`config.mk`:
```
export PLATFORM = sky130hd
export DESIGN_NAME = pipe_mem_ctrl
export DESIGN_NICKNAME = d
export VERILOG_FILES = /design/src/rtl/pipe_mem_ctrl_pkg.sv /design/src/rtl/pipe_mem_ctrl.sv
export SDC_FILE = /design/constraint.sdc
export NUM_CORES = 1
export LEC_CHECK = 0
export BUFFER_PORTS_ARGS = -buffer_cell sky130_fd_sc_hd__clkbuf_2
export CAP_MARGIN = 20
export CORE_MARGIN = 2
export CORE_UTILIZATION = 38
export DETAILED_ROUTE_END_ITERATION = 7
export HOLD_SLACK_MARGIN = 0.12
export MAX_ROUTING_LAYER = met4
export PLACE_DENSITY_LB_ADDON = 0.1
export SLEW_MARGIN = 40
export SYNTH_ARGS = -nofsm -noshare
export SYNTH_HDL_FRONTEND = slang
export SYNTH_SLANG_ARGS = --single-unit
export TNS_END_PERCENT = 50
```
`constraint.sdc`:
```
create_clock -name clk -period 2 [get_ports clk]
set_input_delay 0.3 -clock clk [delete_from_list [all_inputs] [get_ports clk]]
set_output_delay 0.3 -clock clk [all_outputs]
set_load 0.05 [all_outputs]
```
`src/rtl/pipe_mem_ctrl_pkg.sv`:
```
// Shared definitions for the pipeline memory arbiter: FSM states, stall vectors, bus widths.
// No logic; constants only.
// Imported by pipe_mem_ctrl and its bench.
package pipe_mem_ctrl_pkg;

    localparam int ADDR_W  = 32;
    localparam int DATA_W  = 32;
    localparam int SEL_W   = 4;
    localparam int STALL_W = 6;
    localparam int CNT_W   = 16;

    typedef enum logic [2:0] {
        IDLE    = 3'd0,
        IF_BUSY = 3'd1,
        MS_BUSY = 3'd2,
        IF_RESP = 3'd3,
        MS_RESP = 3'd4,
        IF_DROP = 3'd5
    } state_t;

    // Stall vector bits: 0 PC, 1 IF, 2 ID, 3 EX, 4 MEM, 5 WB. A stage that
    // requests a hold also freezes every stage in front of it.
    localparam logic [STALL_W-1:0] STALL_NONE = 6'b000000;
    localparam logic [STALL_W-1:0] STALL_IF   = 6'b000011;
    localparam logic [STALL_W-1:0] STALL_ID   = 6'b000111;
    localparam logic [STALL_W-1:0] STALL_EX   = 6'b001111;
    localparam logic [STALL_W-1:0] STALL_MS   = 6'b011111;

endpackage

```
`src/rtl/pipe_mem_ctrl.sv`:
```
// Arbitrates IF fetches and MEM-stage accesses onto one single-port memory bus and drives pipeline stall/flush.
// Latency: bus request one cycle after issue decision; response visible one cycle after mem_ack, for one cycle.
// Backpressure: a requesting stage is held via stall until its response cycle; MEM has fixed priority over IF.
module pipe_mem_ctrl
    import pipe_mem_ctrl_pkg::*;
#(
    parameter int MEM_TIMEOUT = 0
) (
    input  logic               clk,
    input  logic               rst,
    input  logic               stallreq_id,
    input  logic               stallreq_ex,
    input  logic               flush_req,
    input  logic               if_req,
    input  logic [ADDR_W-1:0]  if_addr,
    output logic [DATA_W-1:0]  if_inst,
    input  logic               ms_req,
    input  logic               ms_we,
    input  logic [ADDR_W-1:0]  ms_addr,
    input  logic [DATA_W-1:0]  ms_wdata,
    input  logic [SEL_W-1:0]   ms_sel,
    output logic [DATA_W-1:0]  ms_rdata,
    output logic               mem_req,
    output logic               mem_we,
    output logic [ADDR_W-1:0]  mem_addr,
    output logic [DATA_W-1:0]  mem_wdata,
    output logic [SEL_W-1:0]   mem_sel,
    input  logic [DATA_W-1:0]  mem_rdata,
    input  logic               mem_ack,
    output logic [STALL_W-1:0] stall,
    output logic               flush,
    output logic               bus_err
);

    // Counter value seen in the last permitted wait cycle; only meaningful when MEM_TIMEOUT > 0.
    localparam logic [CNT_W-1:0] TO_LAST = CNT_W'(MEM_TIMEOUT - 1);

    state_t            state;
    logic [DATA_W-1:0] rbuf;
    logic [CNT_W-1:0]  wait_cnt;
    logic              busy;
    logic              timeout_hit;
    logic              bus_done;
    logic              stallreq_ms;
    logic              stallreq_if;

    assign busy        = (state == IF_BUSY) || (state == MS_BUSY) || (state == IF_DROP);
    assign timeout_hit = (MEM_TIMEOUT != 0) && busy && !mem_ack && (wait_cnt == TO_LAST);
    assign bus_done    = busy && (mem_ack || timeout_hit);

    // A branch frozen in ID must not kill the fetch slot, so flush is gated by the ID hold.
    assign flush    = flush_req & ~stall[2];
    assign if_inst  = (state == IF_RESP) ? rbuf : '0;
    assign ms_rdata = (state == MS_RESP) ? rbuf : '0;

    // Stall priority: the oldest requesting stage wins and freezes everything younger.
    always_comb begin
        stallreq_ms = ms_req && (state != MS_RESP);
        stallreq_if = (if_req && (state != IF_RESP)) || (state == IF_DROP);
        stall       = STALL_NONE;
        if (stallreq_ms)      stall = STALL_MS;
        else if (stallreq_ex) stall = STALL_EX;
        else if (stallreq_id) stall = STALL_ID;
        else if (stallreq_if) stall = STALL_IF;
    end

    // Bus FSM: issue from IDLE, hold the bus until ack or timeout, then present the response for one cycle.
    always_ff @(posedge clk) begin
        if (rst) begin
            state     <= IDLE;
            mem_req   <= 1'b0;
            mem_we    <= 1'b0;
            mem_addr  <= '0;
            mem_wdata <= '0;
            mem_sel   <= '0;
            rbuf      <= '0;
            wait_cnt  <= '0;
            bus_err   <= 1'b0;
        end else begin
            bus_err <= 1'b0;
            case (state)
                IDLE: begin
                    if (ms_req) begin
                        state     <= MS_BUSY;
                        mem_req   <= 1'b1;
                        mem_we    <= ms_we;
                        mem_addr  <= ms_addr;
                        mem_wdata <= ms_wdata;
                        mem_sel   <= ms_sel;
                        wait_cnt  <= '0;
                    end else if (if_req) begin
                        state     <= IF_BUSY;
                        mem_req   <= 1'b1;
                        mem_we    <= 1'b0;
                        mem_addr  <= if_addr;
                        mem_wdata <= '0;
                        mem_sel   <= 4'hF;
                        wait_cnt  <= '0;
                    end
                end
                IF_BUSY: begin
                    if (mem_ack) begin
                        state <= IF_RESP;
                        rbuf  <= mem_rdata;
                    end else if (flush) begin
                        state <= IF_DROP;
                    end
                end
                MS_BUSY: begin
                    if (mem_ack) begin
                        state <= MS_RESP;
                        rbuf  <= mem_rdata;
                    end
                end
                IF_DROP: begin
                    if (mem_ack) state <= IDLE;
                end
                IF_RESP, MS_RESP: state <= IDLE;
                default:          state <= IDLE;
            endcase

            if (busy) wait_cnt <= wait_cnt + 1'b1;

            // Abort overrides any BUSY/DROP transition chosen above.
            if (timeout_hit) begin
                state   <= IDLE;
                bus_err <= 1'b1;
            end

            if (bus_done) begin
                mem_req   <= 1'b0;
                mem_we    <= 1'b0;
                mem_addr  <= '0;
                mem_wdata <= '0;
                mem_sel   <= '0;
            end
        end
    end

endmodule

```
==> run_summary.xml, run 1 <==
<?xml version="1.0" encoding="UTF-8"?>
<metrics>
  <group name="final_layout">
    <metric name="area_delta_synth_final" unit="%">49.5</metric>
    <metric name="drive_gt1_share" unit="%">48.6</metric>
    <metric name="layout.cells.non_filler" unit="">976</metric>
    <metric name="area_occupied_by_multi_input_gates" unit="um2">2460</metric>
    <metric name="postLayoutCoreUtil" unit="%">58.7</metric>
    <metric name="n_antenna_cell" unit="">0</metric>
    <metric name="finish.instance_area" unit="um2">7100</metric>
    <metric name="ff_latch_area" unit="um2">2110</metric>
    <metric name="nets" unit="">944</metric>
    <metric name="fillCellCount" unit="">1097</metric>
  </group>
  <group name="die">
    <metric name="die_span_x" unit="um">116</metric>
    <metric name="num_io_pins" unit="">283</metric>
    <metric name="initial_utilization" unit="%">39.2</metric>
    <metric name="floorplan.die_area" unit="um2">13400</metric>
    <metric name="std_cell_rows" unit="">40</metric>
    <metric name="die_height" unit="um">116</metric>
    <metric name="core_area" unit="um2">12100</metric>
  </group>
  <group name="placed_design">
    <metric name="port-buffer-count" unit="">280</metric>
    <metric name="detailedPlacementHpwl" unit="mm">10.0</metric>
    <metric name="placed_cell_area" unit="um2">6360</metric>
    <metric name="dp.cells" unit="">952</metric>
    <metric name="dpl_worst_slack" unit="ps">234</metric>
    <metric name="final_weighted_congestion_in_routability_driven_placement" unit="">0.823</metric>
  </group>
  <group name="power">
    <metric name="pwr_density_cell" unit="nW/um2">1010</metric>
    <metric name="cellLeakagePower" unit="nW">3.35</metric>
    <metric name="pnr_total_power" unit="mW">7.18</metric>
    <metric name="power.ir.vdd_worst" unit="mV">0.640</metric>
  </group>
  <group name="clock_tree">
    <metric name="clock_sink_count" unit="">105</metric>
    <metric name="ctsHoldBuffers" unit="">0</metric>
    <metric name="cts_root_buffer" unit="">clkbuf_16</metric>
    <metric name="worstSkewPairLatency" unit="ps">350</metric>
    <metric name="tritoncts" unit="">built</metric>
    <metric name="worst_setup_hold_path_clk_slew" unit="ps">70</metric>
    <metric name="tritoncts.num_buffers" unit="">9</metric>
    <metric name="cts-root-to-sink-buffers" unit="">2</metric>
    <metric name="htree_num_levels" unit="">3</metric>
  </group>
  <group name="synth">
    <metric name="cell_area_after_synthesis" unit="um2">4750</metric>
    <metric name="postSynth.asyncResetShare" unit="%">0</metric>
    <metric name="yosys-mux-area-fraction" unit="%">6.98</metric>
    <metric name="post-synth-top-area-fraction" unit="%">44.2</metric>
    <metric name="netlist.top_cell.by_area" unit="">dfxtp_1</metric>
    <metric name="synth-seq-cells" unit="">105</metric>
    <metric name="synth.area.top_cells" unit="">dfxtp_1, and2_1, a211oi_2</metric>
    <metric name="synth_seq_area_share" unit="%">44.2</metric>
    <metric name="post_synth.cell_area_avg" unit="um2">8.88</metric>
    <metric name="synth.distinct_cells" unit="">34</metric>
    <metric name="synth_common_cells" unit="">dfxtp_1, nor2_1, nand2_1</metric>
    <metric name="ys_dominant_reg_cell" unit="">dfxtp_1</metric>
    <metric name="synth-xor-area-share" unit="%">0.184</metric>
    <metric name="postSynthCellCount" unit="">535</metric>
    <metric name="synth-adder-area-share" unit="%">0</metric>
    <metric name="dominant_combinational_cell_family_by_area_after_synthesis" unit="">simple AND/OR/NAND/NOR gates</metric>
    <metric name="number_of_flops_mapped_to_enable_cells_by_yosys" unit="">0</metric>
    <metric name="fraction_of_the_mapped_netlist_area_in_compound_gates" unit="%">18.7</metric>
    <metric name="yosys_warnings" unit="">0</metric>
    <metric name="basic_gate_share_of_the_synthesized_area_counting_and_or_nand_and_nor_cells" unit="%">23.8</metric>
    <metric name="yosys.cell_count.top_type" unit="">dfxtp_1</metric>
  </group>
  <group name="global_route">
    <metric name="initial_antenna_violation_count" unit="">0</metric>
    <metric name="grtUsageTotal" unit="%">20.4</metric>
    <metric name="grt_first_pass_wirelength" unit="mm">20.9</metric>
    <metric name="maximum_number_of_pins_on_one_net_before_global_route_repair" unit="">70</metric>
    <metric name="grt_overflow_total" unit="">0</metric>
    <metric name="first_global_vias" unit="">4391</metric>
  </group>
  <group name="sta">
    <metric name="finalSetupTns" unit="ps">0</metric>
    <metric name="final-max-slew-violation-count" unit="">0</metric>
    <metric name="rsz0062_at_grt" unit="">yes</metric>
    <metric name="setup_violations" unit="">0</metric>
    <metric name="finalHoldViolations" unit="">0</metric>
    <metric name="fin_worst_skew" unit="ps">6.49</metric>
    <metric name="post-route-min-period" unit="ps">1960</metric>
    <metric name="hold_ws" unit="ps">167</metric>
    <metric name="finalWorstSetupSlack" unit="ps">41.0</metric>
    <metric name="fmaxAchievable" unit="MHz">510</metric>
    <metric name="period_share" unit="%">97.9</metric>
  </group>
  <group name="setup_path">
    <metric name="path_class" unit="">flip-flop to output port</metric>
    <metric name="critical_path_arrival" unit="ps">1660</metric>
    <metric name="critical_path_end_type" unit="">output port</metric>
    <metric name="timing.critical_path.fanout_max" unit="">8</metric>
    <metric name="cp-start-kind" unit="">flip-flop</metric>
    <metric name="cp_data_required_time" unit="ps">1700</metric>
  </group>
  <group name="routing">
    <metric name="detailedRoute.firstPassIterationCount" unit="">4</metric>
    <metric name="postRouteWirelength" unit="mm">13.8</metric>
    <metric name="drt-wirelength-per-cell" unit="um">14.2</metric>
    <metric name="total_via_count_in_the_routed_design" unit="">4652</metric>
    <metric name="vias_per_cell" unit="">4.77</metric>
    <metric name="antenna_violating_nets_post_route" unit="">0</metric>
    <metric name="dr.first_iter.drc_count" unit="">200</metric>
    <metric name="drcViolationCount" unit="">0</metric>
  </group>
  <group name="run">
    <metric name="cap_viol_max_count" unit="">0</metric>
  </group>
  <group name="hold_path">
    <metric name="holdCritPathClass" unit="">input port to flip-flop</metric>
  </group>
  <group name="status">
    <metric name="run_status" unit="">finished, final reports clean</metric>
  </group>
</metrics>
final timing paths:
check / cells past startpoint / start / slack [ps] / to
worst min-delay path: 3 / mem_rdata[27] / 170 / rbuf[27]
worst min register to register: 2 / rbuf[26] / 470 / rbuf[26]
worst max register to register: 7 / state[1] / 270 / mem_addr[16]
worst max-delay path: 6 / state[1] / 40 / if_inst[10]
cell usage in the layout (no fill, tap or decap), types with 2 or more instances in the layout:
master,n
a211oi_2,32
a21oi_1,35
a22oi_1,33
and2_1,45
and2_4,20
buf_12,9
buf_2,23
buf_4,20
buf_6,12
buf_8,19
clkbuf_16,11
clkbuf_2,215
clkbuf_4,6
clkinvlp_4,5
conb_1,2
dfxtp_1,103
dfxtp_4,2
inv_1,3
mux2i_1,32
nand2_1,67
nor2_1,75
nor2b_1,2
nor3_1,6
nor3_2,5
nor3_4,2
o21ai_2,2
layout make-up:
class,instances,share of cell area [%]
clock buffers,9,3.17
clock inverters,7,0.775
inverters,3,0.159
multi-input cells,378,34.6
flip-flops and latches,105,29.7
well taps,168,2.96
repair buffers,306,28.7
repair_timing:
action,CTS,global route
setup buffers,0,5
pin swaps,0,3
cloned,1,2
gates resized for setup,42,130
endpoints found under the setup margin,66,66
sequential cells by signal, summed over array words and instances (netlist names):
register / flops
mem_we: 1
mem_wdata: 32
mem_addr: 32
state: 3
mem_sel: 4
mem_req: 1
rbuf: 32
logic make-up (layout without fill, tap and decap cells):
logic type / Yosys count / in the layout
buf+inv: 53 / 325
xor+xnor: 1 / 1
flops: 105 / 105
mux: 33 / 33
simple gates: 233 / 233
compound gates: 109 / 109
other cells: 1 / 2
worst max-delay path: stages, from the launching register on:
cell,delay [ps]
dfxtp_4,370
buf_8,110
nand2_4,60
nor2_4,260
clkbuf_16,220
and2_4,150
buf_8,140
power breakdown:
part	internal, mW	switching (mW)	total [mW]
combinational	0.864	2.03	2.90
sequential	2.43	0.205	2.64
clock	0.850	0.797	1.65
total	4.15	3.03	7.18
layer usage:
layer  wire, um  GRT usage (%)  vias up  share of wire (%)
met1       5590           22.8     2109                 40
met5          0              -        -                  0
met4        422           9.92        0                3.1
met2       7000           34.9      180                 51
li1           -              -     2333                  -
met3        824           4.24       30                6.0
Note: power is estimated with default switching activity, not from simulation.
==> run 2: changes to the inputs <==
--- a/config.mk
+++ b/config.mk
@@ -13,6 +13,7 @@
 export HOLD_SLACK_MARGIN = 0.12
 export MAX_ROUTING_LAYER = met4
 export PLACE_DENSITY_LB_ADDON = 0.1
+export RECOVER_POWER = 25
 export SLEW_MARGIN = 40
 export SYNTH_ARGS = -nofsm -noshare
 export SYNTH_HDL_FRONTEND = slang
==> run 2 against run 1 <==
Against the previous run: sequential share of layout area rose by 0.27 points; non-clock buffer count did not move; die area did not move; clock skew barely moved; register-to-register slack barely moved; worst hold slack barely moved; routed wire length fell by 0.12%; maximum frequency barely moved; final cell count did not move; count of clock-buffer cells in the layout did not move; critical path depth did not move; critical endpoint unchanged; highest routed layer unchanged.
==> run_summary.xml, run 2 (synthesis gave the netlist of run 1 again) <==
<?xml version="1.0" encoding="UTF-8"?>
<metrics>
  <group name="status">
    <metric name="run_status" unit="">finished, final reports clean</metric>
  </group>
  <group name="routing">
    <metric name="postRouteWirelength" unit="mm">13.8</metric>
    <metric name="drt-wirelength-per-cell" unit="um">14.2</metric>
    <metric name="dr.first_iter.drc_count" unit="">203</metric>
    <metric name="antenna_violating_nets_post_route" unit="">0</metric>
    <metric name="drcViolationCount" unit="">0</metric>
    <metric name="total_via_count_in_the_routed_design" unit="">4654</metric>
    <metric name="vias_per_cell" unit="">4.77</metric>
    <metric name="detailedRoute.firstPassIterationCount" unit="">4</metric>
  </group>
  <group name="global_route">
    <metric name="grt_first_pass_wirelength" unit="mm">20.9</metric>
    <metric name="grtUsageTotal" unit="%">20.4</metric>
    <metric name="grt_overflow_total" unit="">0</metric>
    <metric name="first_global_vias" unit="">4391</metric>
    <metric name="maximum_number_of_pins_on_one_net_before_global_route_repair" unit="">70</metric>
    <metric name="initial_antenna_violation_count" unit="">0</metric>
  </group>
  <group name="final_layout">
    <metric name="layout_common_cells" unit="">clkbuf_2, dfxtp_1, nor2_1</metric>
    <metric name="finish.instance_area" unit="um2">7040</metric>
    <metric name="fillCellCount" unit="">1124</metric>
    <metric name="n_antenna_cell" unit="">0</metric>
    <metric name="area_delta_synth_final" unit="%">48.2</metric>
    <metric name="mostFrequentLayoutCell" unit="">clkbuf_2</metric>
    <metric name="nets" unit="">944</metric>
    <metric name="drive_gt1_share" unit="%">42.3</metric>
    <metric name="reg_top3" unit="">mem_addr (32), mem_wdata (32), rbuf (32)</metric>
  </group>
  <group name="sta">
    <metric name="final-max-slew-violation-count" unit="">0</metric>
    <metric name="slew_headroom" unit="%">57.0</metric>
    <metric name="setup_violations" unit="">0</metric>
    <metric name="rsz0062_at_grt" unit="">yes</metric>
    <metric name="fin_worst_skew" unit="ps">6.37</metric>
    <metric name="fmaxAchievable" unit="MHz">510</metric>
    <metric name="finalWorstSetupSlack" unit="ps">41.1</metric>
    <metric name="finalHoldViolations" unit="">0</metric>
    <metric name="period_share" unit="%">97.9</metric>
    <metric name="tightestPinTransition" unit="ps">648</metric>
    <metric name="post-route-min-period" unit="ps">1960</metric>
  </group>
  <group name="clock_tree">
    <metric name="htree_num_levels" unit="">3</metric>
    <metric name="worstSkewPairLatency" unit="ps">350</metric>
    <metric name="worst_setup_hold_path_clk_slew" unit="ps">70</metric>
    <metric name="cts-root-to-sink-buffers" unit="">2</metric>
    <metric name="clock_sink_count" unit="">105</metric>
    <metric name="cts_root_buffer" unit="">clkbuf_16</metric>
    <metric name="tritoncts.num_buffers" unit="">9</metric>
    <metric name="ctsHoldBuffers" unit="">0</metric>
    <metric name="tritoncts" unit="">built</metric>
  </group>
  <group name="die">
    <metric name="num_io_pins" unit="">283</metric>
    <metric name="std_cell_rows" unit="">40</metric>
    <metric name="die_height" unit="um">116</metric>
    <metric name="core_area" unit="um2">12100</metric>
    <metric name="die_span_x" unit="um">116</metric>
    <metric name="floorplan.die_area" unit="um2">13400</metric>
    <metric name="initial_utilization" unit="%">39.2</metric>
  </group>
  <group name="run">
    <metric name="cap_viol_max_count" unit="">0</metric>
  </group>
  <group name="power">
    <metric name="pwr_density_cell" unit="nW/um2">1010</metric>
    <metric name="power.ir.vdd_worst" unit="mV">0.633</metric>
    <metric name="cellLeakagePower" unit="nW">3.18</metric>
  </group>
  <group name="placed_design">
    <metric name="final_weighted_congestion_in_routability_driven_placement" unit="">0.823</metric>
    <metric name="placed_cell_area" unit="um2">6360</metric>
    <metric name="dpl_worst_slack" unit="ps">234</metric>
    <metric name="detailedPlacementHpwl" unit="mm">10.0</metric>
    <metric name="port-buffer-count" unit="">280</metric>
  </group>
  <group name="setup_path">
    <metric name="timing.critical_path.fanout_max" unit="">8</metric>
    <metric name="critical_path_end_type" unit="">output port</metric>
    <metric name="cp-start-kind" unit="">flip-flop</metric>
    <metric name="path_class" unit="">flip-flop to output port</metric>
    <metric name="critical_path_arrival" unit="ps">1660</metric>
    <metric name="cp_data_required_time" unit="ps">1700</metric>
  </group>
  <group name="hold_path">
    <metric name="holdCritPathClass" unit="">input port to flip-flop</metric>
  </group>
</metrics>
run 2: cell counts in the layout (fill, tap and decap cells not counted):
Identical to the previous run, type by type.
run 2: worst paths after layout:
kind                               startpoint            to  slack, ps  cells after the start
worst max-delay path                 state[1]   if_inst[10]         40                      6
worst min-delay path            mem_rdata[27]      rbuf[27]        170                      3
worst max register to register       state[1]  mem_addr[16]        270                      7
worst min register to register       rbuf[26]      rbuf[26]        470                      2
run 2: critical path, stage by stage, from the launching register on:
cell and delay [ps]:
dfxtp_4 370, buf_8 110, nand2_4 60, nor2_4 260, clkbuf_16 220, and2_4 150, buf_8 140
run 2: metrics by stage:
stage | util [%] | cells | total power, mW | hold slack (ps) | setup TNS, ps
after floorplan | - | 536 | 4.81 | 436 | 0
after global placement | 52.5 | 952 | 5.42 | 451 | 0
after detailed placement | 52.5 | 952 | 5.48 | 458 | 0
after CTS | 55.9 | 969 | 7.17 | 153 | 0
after global routing | 58.1 | 976 | 7.56 | 156 | -393
final | 58.1 | 976 | 7.13 | 167 | 0
run 2: area by class of cell:
| class | count | area, um2 | area share, % |
|---|---|---|---|
| clock buffers | 9 | 225 | 3.20 |
| clock inverters | 7 | 55.1 | 0.782 |
| inverters | 3 | 11.3 | 0.160 |
| multi-input cells | 378 | 2460 | 34.9 |
| flip-flops and latches | 105 | 2110 | 30.0 |
| well taps | 168 | 210 | 2.99 |
| repair buffers | 306 | 1970 | 28.0 |
run 2: metal layers:
metal	global-route usage [%]	up-vias	part of all wire, %	wire length (um)
met2	34.9	180	51	7010
met1	22.8	2110	40	5560
met4	9.92	0	3.1	422
met3	4.24	30	6.0	829
met5	-	-	0	0
li1	-	2334	-	-
run 2: repair_timing:
item / in CTS / in global routing
pin swaps: 0 / 3
endpoints found under the setup margin: 66 / 66
setup buffers: 0 / 5
gates cloned: 1 / 2
gates resized for setup: 42 / 130
run 2: report_power, final:
group          internal [mW]  switching [mW]
Sequential              2.43           0.203
Clock                  0.850           0.794
Combinational          0.816            2.03
==> run 3: changes to the inputs <==
--- a/config.mk
+++ b/config.mk
@@ -6,9 +6,11 @@
 export NUM_CORES = 1
 export LEC_CHECK = 0
 export BUFFER_PORTS_ARGS = -buffer_cell sky130_fd_sc_hd__clkbuf_2
-export CAP_MARGIN = 20
+export CAP_MARGIN = 40
+export CELL_PAD_IN_SITES_DETAIL_PLACEMENT = 1
+export CELL_PAD_IN_SITES_GLOBAL_PLACEMENT = 1
 export CORE_MARGIN = 2
-export CORE_UTILIZATION = 38
+export CORE_UTILIZATION = 30
 export DETAILED_ROUTE_END_ITERATION = 7
 export HOLD_SLACK_MARGIN = 0.12
 export MAX_ROUTING_LAYER = met4
==> run 3 against run 2 <==
Against the previous run: via count grew 0.30%; core utilization shrank 15 points; routed wire length grew 7.8%; sequential power is essentially flat; final cell count grew 4.1%; power grew 3.3%; global-route usage shrank 2.5 points; flip-flop and latch count is the same; clock power grew 18%; highest routed layer unchanged.
==> run_summary.xml, run 3 (synthesis gave the netlist of run 1 again) <==
<?xml version="1.0" encoding="UTF-8"?>
<metrics>
  <group name="setup_path">
    <metric name="regToRegStartpoint" unit="">state[0]</metric>
    <metric name="worst-r2r-setup-slack" unit="ps">360</metric>
    <metric name="worst_r2r_endpoint" unit="">mem_addr[5]</metric>
    <metric name="path_class" unit="">flip-flop to output port</metric>
    <metric name="cp-start-kind" unit="">flip-flop</metric>
    <metric name="timing.critical_path.fanout_max" unit="">3</metric>
    <metric name="cp_data_required_time" unit="ps">1700</metric>
    <metric name="critical_path_arrival" unit="ps">1620</metric>
    <metric name="number_of_cells_on_the_worst_reg_to_reg_path" unit="">6</metric>
    <metric name="critical_path_end_type" unit="">output port</metric>
  </group>
  <group name="placed_design">
    <metric name="final_weighted_congestion_in_routability_driven_placement" unit="">0.733</metric>
    <metric name="port-buffer-count" unit="">280</metric>
    <metric name="detailedPlacementHpwl" unit="mm">11.5</metric>
  </group>
  <group name="sta">
    <metric name="final-max-slew-violation-count" unit="">0</metric>
    <metric name="tightestPinTransition" unit="ps">672</metric>
    <metric name="finalHoldViolations" unit="">0</metric>
    <metric name="setup_violations" unit="">0</metric>
    <metric name="post-route-min-period" unit="ps">1920</metric>
    <metric name="slew_headroom" unit="%">55.4</metric>
    <metric name="fin_worst_skew" unit="ps">9.80</metric>
    <metric name="hold_ws" unit="ps">173</metric>
    <metric name="fmaxAchievable" unit="MHz">522</metric>
    <metric name="period_share" unit="%">95.8</metric>
    <metric name="rsz0062_at_grt" unit="">yes</metric>
  </group>
  <group name="routing">
    <metric name="vias_per_cell" unit="">4.59</metric>
    <metric name="detailedRoute.firstPassIterationCount" unit="">4</metric>
    <metric name="antenna_violating_nets_post_route" unit="">0</metric>
    <metric name="dr.first_iter.drc_count" unit="">119</metric>
    <metric name="total_via_count_in_the_routed_design" unit="">4668</metric>
    <metric name="postRouteWirelength" unit="mm">14.9</metric>
    <metric name="drcViolationCount" unit="">0</metric>
    <metric name="drt-wirelength-per-cell" unit="um">14.7</metric>
  </group>
  <group name="power">
    <metric name="cellLeakagePower" unit="nW">3.04</metric>
    <metric name="pwr_density_cell" unit="nW/um2">1100</metric>
    <metric name="pnr_total_power" unit="mW">7.36</metric>
    <metric name="power.ir.vdd_worst" unit="mV">0.419</metric>
  </group>
  <group name="final_layout">
    <metric name="drive_gt1_share" unit="%">37.9</metric>
    <metric name="area_delta_synth_final" unit="%">41.2</metric>
    <metric name="mostFrequentLayoutCell" unit="">clkbuf_2</metric>
    <metric name="nets" unit="">936</metric>
    <metric name="reg_top3" unit="">mem_addr (32), mem_wdata (32), rbuf (32)</metric>
    <metric name="fillCellCount" unit="">1934</metric>
    <metric name="n_antenna_cell" unit="">0</metric>
    <metric name="layout_common_cells" unit="">clkbuf_2, dfxtp_1, nor2_1</metric>
  </group>
  <group name="global_route">
    <metric name="first_global_vias" unit="">4747</metric>
    <metric name="initial_antenna_violation_count" unit="">0</metric>
    <metric name="grt_overflow_total" unit="">0</metric>
    <metric name="grtUsageTotal" unit="%">18.0</metric>
    <metric name="grt_first_pass_wirelength" unit="mm">23.5</metric>
    <metric name="maximum_number_of_pins_on_one_net_before_global_route_repair" unit="">70</metric>
  </group>
  <group name="die">
    <metric name="floorplan.die_area" unit="um2">16900</metric>
    <metric name="num_io_pins" unit="">283</metric>
    <metric name="initial_utilization" unit="%">30.3</metric>
    <metric name="core_area" unit="um2">15700</metric>
    <metric name="die_height" unit="um">130</metric>
    <metric name="die_span_x" unit="um">130</metric>
    <metric name="std_cell_rows" unit="">46</metric>
  </group>
  <group name="clock_tree">
    <metric name="htree_num_levels" unit="">3</metric>
    <metric name="cts_root_buffer" unit="">clkbuf_16</metric>
    <metric name="tritoncts" unit="">built</metric>
    <metric name="worstSkewPairLatency" unit="ps">350</metric>
    <metric name="post-cts-setup-buffer-count" unit="">0</metric>
    <metric name="ctsHoldBuffers" unit="">0</metric>
    <metric name="tritoncts.num_buffers" unit="">9</metric>
    <metric name="cts-root-to-sink-buffers" unit="">2</metric>
    <metric name="clock_sink_count" unit="">105</metric>
    <metric name="worst_setup_hold_path_clk_slew" unit="ps">80</metric>
  </group>
  <group name="hold_path">
    <metric name="holdCritPathClass" unit="">input port to flip-flop</metric>
    <metric name="worstHoldEndpoint" unit="">rbuf[15]</metric>
    <metric name="holdPathStages" unit="">3</metric>
    <metric name="hp-start" unit="">mem_rdata[15]</metric>
  </group>
  <group name="run">
    <metric name="cap_viol_max_count" unit="">0</metric>
  </group>
  <group name="status">
    <metric name="run_status" unit="">finished, final reports clean</metric>
  </group>
</metrics>
run 3: changes by cell type in the layout (fill, tap and decap cells not counted), moves of 4 or more:
| cell | change |
|---|---|
| and2_4 | -20 |
| clkbuf_2 | +36 |
| buf_4 | -6 |
| and2_1 | +20 |
| buf_8 | -19 |
| buf_2 | -12 |
| clkbuf_1 | +6 |
| clkinvlp_4 | -4 |
| buf_6 | -9 |
run 3: where the power goes:
part | leakage [nW] | internal, mW | switching [mW] | total [mW]
registers | 0.860 | 2.43 | 0.191 | 2.62
clock network | 0.157 | 1.11 | 0.824 | 1.93
logic | 2.02 | 0.767 | 2.04 | 2.81
run 3: per-layer routing:
metal | share of wire, % | vias up | track usage (%)
met4 | 2.1 | 0 | 6.33
met1 | 42 | 2162 | 20.7
met2 | 50 | 166 | 31.2
met5 | 0 | - | -
li1 | - | 2320 | -
met3 | 5.7 | 20 | 3.44
run 3: worst max-delay path, cell delays in order, from the launching register on:
cell	delay (ps)
dfxtp_1	330
nor3b_2	250
nor2_1	100
buf_4	150
or2_2	280
buf_6	160
run 3: timing repair:
| item | CTS | global route |
|---|---|---|
| pin swaps | 0 | 1 |
| setup endpoints to repair | 3 | 61 |
| gates resized for setup | 1 | 31 |
run 3: area by class of cell:
cell class / count / area [um2] / share of cell area, %
clock buffers: 9 / 225 / 3.36
well taps: 216 / 270 / 4.03
inverters: 3 / 11.3 / 0.168
flip-flops and latches: 105 / 2100 / 31.3
multi-input cells: 378 / 2380 / 35.5
clock inverters: 7 / 98.8 / 1.47
repair buffers: 298 / 1620 / 24.1
run 3: how the worst max path moves through the flow:
| stage | endpoint | depth (start not counted) | from | slack (ps) |
|---|---|---|---|---|
| after floorplan | stall[1] | 6 | state[1] | 90 |
| after global placement | stall[0] | 5 | state[0] | 440 |
| after detailed placement | mem_addr[20] | 6 | state[0] | 360 |
| after CTS | ms_rdata[28] | 4 | state[0] | 10 |
| after global routing | flush | 5 | state[1] | -30 |
| final | stall[3] | 5 | state[1] | 80 |
run 3: metrics by stage:
stage	util [%]	instances	cell area (um2)	setup WS, ps	setup TNS (ps)
CTS	43.1	1016	6750	12.2	0
floorplan	-	536	4760	90.6	0
global placement	41.0	1000	6420	442	0
finish	42.9	1016	6710	84.1	0
detailed placement	41.0	1000	6420	357	0
global route	42.9	1016	6710	-25.1	-71.5
